===== src/rtl/rc_vc_unit_pkg.sv =====
// noc_params: shared NoC types for the registered per-VC route computation stage.
`default_nettype none

package noc_params;

  localparam int DEF_MESH_SIZE_X = 4;
  localparam int DEF_MESH_SIZE_Y = 4;

  typedef enum logic [2:0] {
    LOCAL = 3'd0,
    NORTH = 3'd1,
    SOUTH = 3'd2,
    WEST  = 3'd3,
    EAST  = 3'd4
  } port_t;

  typedef enum logic [1:0] {
    HEAD     = 2'd0,
    BODY     = 2'd1,
    TAIL     = 2'd2,
    HEADTAIL = 2'd3
  } flit_label_t;

  typedef enum logic {
    RC_XY = 1'b0,
    RC_YX = 1'b1
  } rc_mode_t;

  typedef enum logic [1:0] {
    RC_IDLE     = 2'd0,
    RC_ROUTED   = 2'd1,
    RC_DRAINING = 2'd2
  } rc_state_t;

  function automatic logic is_head(input flit_label_t label);
    return (label == HEAD) || (label == HEADTAIL);
  endfunction

endpackage

`default_nettype wire


===== src/rtl/rc_vc_unit_if.sv =====
// rc_vc_unit_if: flit write side, release inputs and per-VC route outputs.
`default_nettype none

interface rc_vc_unit_if
  import noc_params::*;
#(
  parameter int VC_NUM           = 2,
  parameter int DEST_ADDR_SIZE_X = 4,
  parameter int DEST_ADDR_SIZE_Y = 4
);

  localparam int VCW = (VC_NUM > 1) ? $clog2(VC_NUM) : 1;

  logic                        flit_valid_i;
  logic [VCW-1:0]              flit_vc_i;
  flit_label_t                 flit_label_i;
  logic [DEST_ADDR_SIZE_X-1:0] x_dest_i;
  logic [DEST_ADDR_SIZE_Y-1:0] y_dest_i;
  logic                        route_mode_i;
  logic [VC_NUM-1:0]           rc_release_i;
  logic [VC_NUM-1:0]           rc_valid_o;
  port_t                       out_port_o [VC_NUM];
  logic [VC_NUM-1:0]           rc_err_o;

  modport master (
    output flit_valid_i, flit_vc_i, flit_label_i, x_dest_i, y_dest_i,
           route_mode_i, rc_release_i,
    input  rc_valid_o, out_port_o, rc_err_o
  );

  modport slave (
    input  flit_valid_i, flit_vc_i, flit_label_i, x_dest_i, y_dest_i,
           route_mode_i, rc_release_i,
    output rc_valid_o, out_port_o, rc_err_o
  );

endinterface

`default_nettype wire


===== src/rtl/rc_vc_unit_route_fn.sv =====
// rc_route_fn: combinational XY/YX dimension-order route function.
// Bounds flag is only produced when RC_ERR_CHECK_EN is defined.
`default_nettype none

module rc_route_fn
  import noc_params::*;
#(
  parameter int X_CURRENT        = 0,
  parameter int Y_CURRENT        = 0,
  parameter int MESH_SIZE_X      = DEF_MESH_SIZE_X,
  parameter int MESH_SIZE_Y      = DEF_MESH_SIZE_Y,
  parameter int DEST_ADDR_SIZE_X = 4,
  parameter int DEST_ADDR_SIZE_Y = 4
) (
  input  logic [DEST_ADDR_SIZE_X-1:0] i_x_dest,
  input  logic [DEST_ADDR_SIZE_Y-1:0] i_y_dest,
  input  rc_mode_t                    i_mode,
  output port_t                       o_port,
  output logic                        o_out_of_range
);

  localparam logic [DEST_ADDR_SIZE_X-1:0] c_X_CUR = DEST_ADDR_SIZE_X'(X_CURRENT);
  localparam logic [DEST_ADDR_SIZE_Y-1:0] c_Y_CUR = DEST_ADDR_SIZE_Y'(Y_CURRENT);

  port_t w_x_port;
  port_t w_y_port;

  // Plain unsigned compares: no subtraction, so no wrap-around at the mesh edge.
  always_comb begin
    w_x_port = LOCAL;
    if (i_x_dest < c_X_CUR)      w_x_port = WEST;
    else if (i_x_dest > c_X_CUR) w_x_port = EAST;
  end

  always_comb begin
    w_y_port = LOCAL;
    if (i_y_dest < c_Y_CUR)      w_y_port = NORTH;
    else if (i_y_dest > c_Y_CUR) w_y_port = SOUTH;
  end

  always_comb begin
    o_port = LOCAL;
    if (i_mode == RC_XY) o_port = (w_x_port != LOCAL) ? w_x_port : w_y_port;
    else                 o_port = (w_y_port != LOCAL) ? w_y_port : w_x_port;
  end

`ifdef RC_ERR_CHECK_EN
  assign o_out_of_range = (32'(i_x_dest) >= 32'(MESH_SIZE_X)) ||
                          (32'(i_y_dest) >= 32'(MESH_SIZE_Y));
`else
  assign o_out_of_range = 1'b0;
`endif

endmodule

`default_nettype wire


===== src/rtl/rc_vc_unit.sv =====
// rc_vc_unit: registered per-VC route computation, held until downstream release.
// Optional sticky bounds/protocol error flags when RC_ERR_CHECK_EN is defined.
`default_nettype none

module rc_vc_unit
  import noc_params::*;
#(
  parameter int X_CURRENT        = 0,
  parameter int Y_CURRENT        = 0,
  parameter int MESH_SIZE_X      = DEF_MESH_SIZE_X,
  parameter int MESH_SIZE_Y      = DEF_MESH_SIZE_Y,
  parameter int DEST_ADDR_SIZE_X = 4,
  parameter int DEST_ADDR_SIZE_Y = 4,
  parameter int VC_NUM           = 2
) (
  input  logic         clk,
  input  logic         rst,
  rc_vc_unit_if.slave  bus
);

  localparam int VCW = (VC_NUM > 1) ? $clog2(VC_NUM) : 1;

  port_t             w_route;
  port_t             w_route_eff;
  logic              w_oor;
  logic              w_head;
  logic [VC_NUM-1:0] w_valid;
  logic [VC_NUM-1:0] w_err;
  port_t             w_port [VC_NUM];

  // One head per cycle at most, so a single shared route function suffices.
  rc_route_fn #(
    .X_CURRENT        (X_CURRENT),
    .Y_CURRENT        (Y_CURRENT),
    .MESH_SIZE_X      (MESH_SIZE_X),
    .MESH_SIZE_Y      (MESH_SIZE_Y),
    .DEST_ADDR_SIZE_X (DEST_ADDR_SIZE_X),
    .DEST_ADDR_SIZE_Y (DEST_ADDR_SIZE_Y)
  ) u_route_fn (
    .i_x_dest       (bus.x_dest_i),
    .i_y_dest       (bus.y_dest_i),
    .i_mode         (rc_mode_t'(bus.route_mode_i)),
    .o_port         (w_route),
    .o_out_of_range (w_oor)
  );

  assign w_route_eff = w_oor ? LOCAL : w_route;
  assign w_head      = is_head(bus.flit_label_i);

  generate
    for (genvar v = 0; v < VC_NUM; v++) begin : g_vc
      rc_state_t r_state;
      rc_state_t w_next;
      port_t     r_port;
      logic      w_hit;
      logic      w_rel;
      logic      w_latch;
      logic      w_valid_v;

      assign w_hit = bus.flit_valid_i && (bus.flit_vc_i == VCW'(v));
      assign w_rel = bus.rc_release_i[v];

      always_ff @(posedge clk) begin
        if (rst) r_state <= RC_IDLE;
        else     r_state <= w_next;
      end

      always_comb begin
        w_next  = r_state;
        w_latch = 1'b0;
        case (r_state)
          RC_IDLE: begin
            if (w_hit && w_head) begin
              w_latch = 1'b1;
              w_next  = (bus.flit_label_i == HEAD) ? RC_ROUTED : RC_DRAINING;
            end
          end
          RC_ROUTED: begin
            if (w_hit && (bus.flit_label_i == TAIL)) w_next = RC_DRAINING;
          end
          RC_DRAINING: begin
            // A head arriving with the release starts the next packet without a bubble.
            if (w_rel) begin
              if (w_hit && w_head) begin
                w_latch = 1'b1;
                w_next  = (bus.flit_label_i == HEAD) ? RC_ROUTED : RC_DRAINING;
              end else begin
                w_next = RC_IDLE;
              end
            end
          end
          default: w_next = RC_IDLE;
        endcase
      end

      always_comb begin
        w_valid_v = (r_state != RC_IDLE);
      end

      always_ff @(posedge clk) begin
        if (rst)          r_port <= LOCAL;
        else if (w_latch) r_port <= w_route_eff;
      end

      assign w_valid[v] = w_valid_v;
      assign w_port[v]  = r_port;

`ifdef RC_ERR_CHECK_EN
      logic r_err;
      logic w_viol;

      assign w_viol = w_hit && (((r_state == RC_IDLE) && !w_head) ||
                                ((r_state == RC_ROUTED) && w_head) ||
                                ((r_state == RC_DRAINING) && !(w_rel && w_head)));

      always_ff @(posedge clk) begin
        if (rst)                               r_err <= 1'b0;
        else if ((w_latch && w_oor) || w_viol) r_err <= 1'b1;
      end

      assign w_err[v] = r_err;
`else
      assign w_err[v] = 1'b0;
`endif
    end
  endgenerate

  assign bus.rc_valid_o = w_valid;
  assign bus.out_port_o = w_port;
  assign bus.rc_err_o   = w_err;

endmodule

`default_nettype wire

===== src/flat_wrapper.sv =====
// flat-port wrapper written by rule: the top's interface ports become plain ports
module rc_vc_unit_flat import noc_params::*;
#(
  parameter int X_CURRENT        = 0,
  parameter int Y_CURRENT        = 0,
  parameter int MESH_SIZE_X      = DEF_MESH_SIZE_X,
  parameter int MESH_SIZE_Y      = DEF_MESH_SIZE_Y,
  parameter int DEST_ADDR_SIZE_X = 4,
  parameter int DEST_ADDR_SIZE_Y = 4,
  parameter int VC_NUM           = 2
)
  (clk, rst, bus_flit_valid_i, bus_flit_vc_i, bus_flit_label_i, bus_x_dest_i, bus_y_dest_i, bus_route_mode_i, bus_rc_release_i, bus_rc_valid_o, bus_out_port_o, bus_rc_err_o);
  rc_vc_unit_if #(.VC_NUM(VC_NUM), .DEST_ADDR_SIZE_X(DEST_ADDR_SIZE_X), .DEST_ADDR_SIZE_Y(DEST_ADDR_SIZE_Y)) bus_i ();
  input  logic clk;
  input  logic rst;
  input wire logic [$bits(bus_i.flit_valid_i)-1:0] bus_flit_valid_i;
  input wire logic [$bits(bus_i.flit_vc_i)-1:0] bus_flit_vc_i;
  input wire logic [$bits(bus_i.flit_label_i)-1:0] bus_flit_label_i;
  input wire logic [$bits(bus_i.x_dest_i)-1:0] bus_x_dest_i;
  input wire logic [$bits(bus_i.y_dest_i)-1:0] bus_y_dest_i;
  input wire logic [$bits(bus_i.route_mode_i)-1:0] bus_route_mode_i;
  input wire logic [$bits(bus_i.rc_release_i)-1:0] bus_rc_release_i;
  output wire logic [$bits(bus_i.rc_valid_o)-1:0] bus_rc_valid_o;
  output wire logic [$bits(bus_i.out_port_o)-1:0] bus_out_port_o;
  output wire logic [$bits(bus_i.rc_err_o)-1:0] bus_rc_err_o;
  assign bus_i.flit_valid_i = bus_flit_valid_i;
  assign bus_i.flit_vc_i = bus_flit_vc_i;
  assign bus_i.flit_label_i = bus_flit_label_i;
  assign bus_i.x_dest_i = bus_x_dest_i;
  assign bus_i.y_dest_i = bus_y_dest_i;
  assign bus_i.route_mode_i = bus_route_mode_i;
  assign bus_i.rc_release_i = bus_rc_release_i;
  assign bus_rc_valid_o = bus_i.rc_valid_o;
  assign bus_out_port_o = {>>{bus_i.out_port_o}};
  assign bus_rc_err_o = bus_i.rc_err_o;
  rc_vc_unit #(.X_CURRENT(X_CURRENT), .Y_CURRENT(Y_CURRENT), .MESH_SIZE_X(MESH_SIZE_X), .MESH_SIZE_Y(MESH_SIZE_Y), .DEST_ADDR_SIZE_X(DEST_ADDR_SIZE_X), .DEST_ADDR_SIZE_Y(DEST_ADDR_SIZE_Y), .VC_NUM(VC_NUM)) u_core (.clk(clk), .rst(rst), .bus(bus_i));
endmodule

===== config.mk =====
export PLATFORM = sky130hd
export DESIGN_NAME = rc_vc_unit_flat
export DESIGN_NICKNAME = d
export VERILOG_FILES = /design/src/rtl/rc_vc_unit_pkg.sv /design/src/rtl/rc_vc_unit_if.sv /design/src/rtl/rc_vc_unit_route_fn.sv /design/src/rtl/rc_vc_unit.sv /design/src/flat_wrapper.sv
export SDC_FILE = /design/constraint.sdc
export NUM_CORES = 1
export LEC_CHECK = 0
export BUFFER_PORTS_ARGS = -buffer_cell sky130_fd_sc_hd__buf_2
export CAP_MARGIN = 30
export CORE_MARGIN = 5
export CORE_UTILIZATION = 43
export DETAILED_ROUTE_END_ITERATION = 10
export PLACE_DENSITY_LB_ADDON = 0.15
export SETUP_SLACK_MARGIN = 0.1
export SYNTH_ARGS = -nofsm -noshare
export SYNTH_HDL_FRONTEND = slang
export SYNTH_HIERARCHICAL = 1
export SYNTH_SLANG_ARGS = --single-unit

===== constraint.sdc =====
create_clock -name clk -period 1.4 [get_ports clk]
set_input_delay 0.14 -clock clk [delete_from_list [all_inputs] [get_ports clk]]
set_output_delay 0.14 -clock clk [all_outputs]
set_load 0.02 [all_outputs]

## Word level (Yosys, flattened, before mapping)

Cells that the tools add are included.

- Flip-flop bits (word level): 10
- Latch bits: 0
- Bits in writable memories: 0
- Bits in read-only memories: 0
- Input bits: 17
- Word-level logic and storage cells: 61
- Memories: 0

- $add $sub $neg: 0
- $mul: 0
- Div/mod/pow operators: 0
- Magnitude comparators: 4
- Eq/ne operators: 12
- Shifts and indexed selects: 0
- Mux-type cells: 24
- Bitwise gates (word level): 1
- Reductions and logical operators: 16

Operators with widths:

| cell | count |
|---|---|
| $mux W2 | 11 |
| $mux W3 | 5 |
| $pmux W2 S3 | 2 |
| $eq A2 B2 Y1 const B | 4 |
| $gt A4 B1 Y1 const B | 2 |
| $lt A4 B1 Y1 const B | 2 |
| $ne A2 B1 Y1 const B | 4 |
| $logic_and A1 B1 Y1 | 6 |
| $logic_not A2 Y1 | 3 |
| $reduce_and A3 Y1 | 2 |
| $reduce_bool A3 Y1 | 2 |
| $eq A2 B1 Y1 const B | 2 |
| $mux W1 | 4 |
| $ne A2 B2 Y1 const B | 2 |
| $pmux W1 S2 | 2 |
| $reduce_bool A2 Y1 | 2 |
| $logic_or A1 B1 Y1 | 1 |
| $not A1 Y1 | 1 |

## Longest topological paths before layout

- Word-level depth: 6
- Depth in mapped cells: 5

## By module

Netlist, hierarchy kept.

Modules (own cells, without submodules):

| module | times used | cells an instance | area each (um^2) | sequential area each (um^2) |
|---|---|---|---|---|
| rc_vc_unit | 1 | 84 | 700.7 | 200.2 |
| rc_route_fn | 1 | 8 | 56.3 | 0.0 |

## Worst setup path after synthesis

Ideal clock, no wire load.

- Path kind: input-to-reg
- From: input bus_flit_label_i[0]
- To: register u_core.g_vc[0].r_state[0]
- Data arrival time: 1.430 ns
- Slack: -0.088 ns
- Cell stages on the path: 5
- Path buffers: 0
- Path through: inv_1 > ha_1 > or3b_4 > a2111oi_4 > a21o_1

- Cells in the longest elaborated chain, start to end: 6

Ends and longest elaborated chain:

| what | RTL line | text |
|---|---|---|
| from (decl) | flat_wrapper.sv:18 | `input wire logic [$bits(bus_i.flit_label_i)-1:0] bus_flit_label_i;` |
| $eq A2 B2 Y1 / $logic_not A2 Y1 (equally long branches) | rc_vc_unit_pkg.sv:36, rc_vc_unit.sv:75, rc_vc_unit.sv:86 |  |
| $logic_or A1 B1 Y1 | rc_vc_unit_pkg.sv:36 | `return (label == HEAD) \|\| (label == HEADTAIL);` |
| $logic_and A1 B1 Y1 | rc_vc_unit.sv:73, rc_vc_unit.sv:84 |  |
| $mux W2 | rc_vc_unit.sv:84 | `if (w_hit && w_head) begin` |
| $mux W2 | rc_vc_unit.sv:83 | `if (w_rel) begin` |
| $pmux W2 S3 | rc_vc_unit.sv:71 | `case (r_state)` |
| to (signal assigned) | rc_vc_unit.sv:65 | `else r_state <= w_next;` |
| to (decl) | rc_vc_unit.sv:52 | `rc_state_t r_state;` |

Several ways; a longest one is shown, not always the timed one. The select of a mux whose other input is x is not followed.
A chain may end at the register's enable or synchronous reset.

## Final worst setup path

- From: register u_core.g_vc[0].r_state[0]
- To: output bus_rc_valid_o[0]

- Cells in the longest elaborated chain, start to end: 1

Ends and longest elaborated chain:

| what | RTL line | text |
|---|---|---|
| $reduce_bool A2 Y1 | rc_vc_unit.sv:97 | `w_valid_v = (r_state != RC_IDLE);` |
| to (decl) | flat_wrapper.sv:23 | `output wire logic [$bits(bus_i.rc_valid_o)-1:0] bus_rc_valid_o;` |

No other way between the ends.

==> out/results.tsv <==
metric	value	unit
top_layer	met4	
cts.clk_slew.worst_paths	0.06	ns
cp-end-kind	primary output	
die_height	52.0	um
met3_length	86	um
grt_setup_unrepaired	false	
post-route-drc-count	0	
required	1.26	ns
antennaDiodeCount	0	
htreeDepth	1	
cts_tree	done	
p_comb_share	26.6	%
drt-total-wl	1680	um
drive_gt1_share	38.5	%
first_pass_iters	4	
hold_ws	0.188	ns
hold_path.class	in2reg	
cts.sink_count	10	
cap_viol_max_count	0	
detail-route-antenna-nets	0	
drtIter0Drc	11	
track_usage	14.6	%
root_buffer	clkbuf_4	
p_int	0.000478	W
die_area	2700	um^2
p_sw	0.000199	W
cpPeakStageDelay	0.43	ns
finalPower	0.000677	W
synth.avg_cell_area	8.23	um^2
final_common_cell	buf_2	
postCtsHoldBufs	0	
ir_drop	460	uV
cts_max_path_buffers	2	
nNetsFinal	138	
ys_seq_area_share	26.4	%
num_vias	728	
port_buffers	24	
start_util	44.3	%
seqPwrFrac	45.2	%
switching_share	29.4	%
crit_arrival	1.07	ns
final-setup-viol-count	0	
slew_viol_final	0	
coreArea	1710	um^2
pwr-share-clk	28.2	%
startpoint_type	flop	
fin_crit	1.21	ns
netlist_instances	92	
fin_worst_skew	0.000357	ns
clk_latency	0.26	ns
grt_pass1_vias	706	
final_cell_mix	buf_2 (24), dfxtp_1 (8), nand2b_1 (7)	
syn_area	757	um^2
rows	15	
ys_ff_latch	10	
crit_chain	inv_1 -> nand2_1 -> buf_2	
critPathMaxFanout	9	
grt_antenna_before_repair	0	
grt_max_degree	12	
routed_via_density	5.13	
power.density	723	nW/um^2
dp_hpwl	1340	um
timing.final.crit_share	86.4	%
p_leak	0.399	nW
ios	27	
cts_setup_buffers	0	
slowest_stage	dfxtp_2	
die_w	52.0	um
gp_congestion	0.737	
cts_buffers	3	
synthDistinctLibCells	36	
status	finished clean	
routed-wl-met2	834	um
hold_viol_final	0	
max_freq	827	MHz
yosys_warnings	6	
overflow	0	
routedWlPerCell	11.8	um
grt_pass1_wl	2940	um
drt-met1-wl	749	um
path_class	reg2out	
synthToLayoutAreaGrowth	23.6	%
## final timing paths
| kind | start | slack [ns] | end | depth (start not counted) |
|---|---|---|---|---|
| min reg2reg | u_core/g_vc[1].r_port[1]$_SDFFE_PP0P_ | 0.47 | u_core/g_vc[1].r_port[1]$_SDFFE_PP0P_ | 2 |
| max | u_core/g_vc[0].r_state[0]$_SDFFE_PP0P_ | 0.19 | bus_rc_valid_o[0] | 3 |
| max reg2reg | u_core/g_vc[0].r_state[0]$_SDFFE_PP0P_ | 0.22 | u_core/g_vc[0].r_state[1]$_SDFFE_PP0P_ | 3 |
| min | rst | 0.19 | u_core/g_vc[0].r_port[2]$_SDFFE_PP0P_ | 2 |
## synthesized netlist by cell type
cell       count  area (um^2)
dfxtp_1       10          200
inv_1          7         26.3
nand2b_1       7         43.8
a21oi_1        6         30.0
buf_4          6         45.0
nand4_1        6         37.5
nor2b_1        6         37.5
o31ai_1        6         45.0
nand2_1        4         15.0
clkbuf_1       3         11.3
nand3_1        3         15.0
conb_1         2         7.51
ha_1           2         25.0
o22ai_1        2         12.5
a2111o_1       1         11.3
a2111oi_0      1         8.76
a2111oi_4      1         27.5
a211oi_1       1         7.51
a21o_1         1         7.51
a21oi_2        1         8.76
a221oi_1       1         8.76
a31o_1         1         8.76
a41oi_1        1         8.76
and3b_1        1         8.76
buf_6          1         11.3
inv_2          1         3.75
nand3b_1       1         7.51
nor2_1         1         3.75
nor3b_2        1         12.5
nor4_1         1         6.26
nor4b_1        1         8.76
nor4bb_1       1         10.0
o21a_1         1         7.51
o21ai_1        1         5.00
or3b_4         1         11.3
or4_4          1         11.3
## repair_timing
action,4_1_cts,5_1_grt
gates resized for setup,1,2
setup endpoints to repair,1,2
pin swaps,0,0
## layout make-up
type	count	area (um^2)
timing repair buffer	30	165
inverter	8	32.5
multi-input combinational	66	482
sequential	10	203
clock buffer	3	22.5
fill	180	772
tap	25	31.3
## worst max-delay path, delay by kind of cell (launching register included)
family / cells / cell delay [ns]
flip-flops: 1 / 0.43
AND/OR/NAND/NOR: 1 / 0.09
buffers and inverters: 2 / 0.29
## stage by stage
stage               area, um^2  worst slack [ns]  utilization [%]  cells  setup TNS [ns]
floorplan                  779             0.101                -     94               0
global placement           908           -0.0291             53.2    139         -0.0494
detailed placement         908           -0.0457             53.2    139          -0.145
CTS                        932             0.139             54.6    142               0
global route               936             0.109             54.8    142               0
finish                     936             0.191             54.8    142               0
## logic make-up (layout without fill, tap and decap cells)
| group | count (synthesis) | after routing | synth area share [%] |
|---|---|---|---|
| flip-flops | 10 | 10 | 26.4 |
| buffers and inverters | 18 | 41 | 12.9 |
| AND/OR/NAND/NOR | 35 | 35 | 30.2 |
| other | 2 | 4 | 0.992 |
| adder cells (fa/ha/maj) | 2 | 2 | 3.31 |
| AO/OA/AOI/OAI | 25 | 25 | 26.1 |
## sequential cells by signal, summed over array words and instances, names as in the netlist
signal,flops
u_core/g_vc.r_port,6
u_core/g_vc.r_state,4
## power by group through the flow
stage	clock network [W]	registers [W]	logic, W
2_1_floorplan	0	0.000312	0.000131
3_3_place_gp	0	0.000311	0.000176
3_5_place_dp	0	0.000311	0.000178
4_1_cts	0.000210	0.000305	0.000179
5_1_grt	0.000222	0.000308	0.000201
6_report	0.000191	0.000306	0.000180
## routing by layer
layer | up-vias | track usage (%)
li1 | 379 | -
met1 | 332 | 17.4
met2 | 15 | 23.2
met3 | 2 | 6.30
met4 | 0 | 5.24
met5 | - | 0
Power figures use the tool's default switching activity.
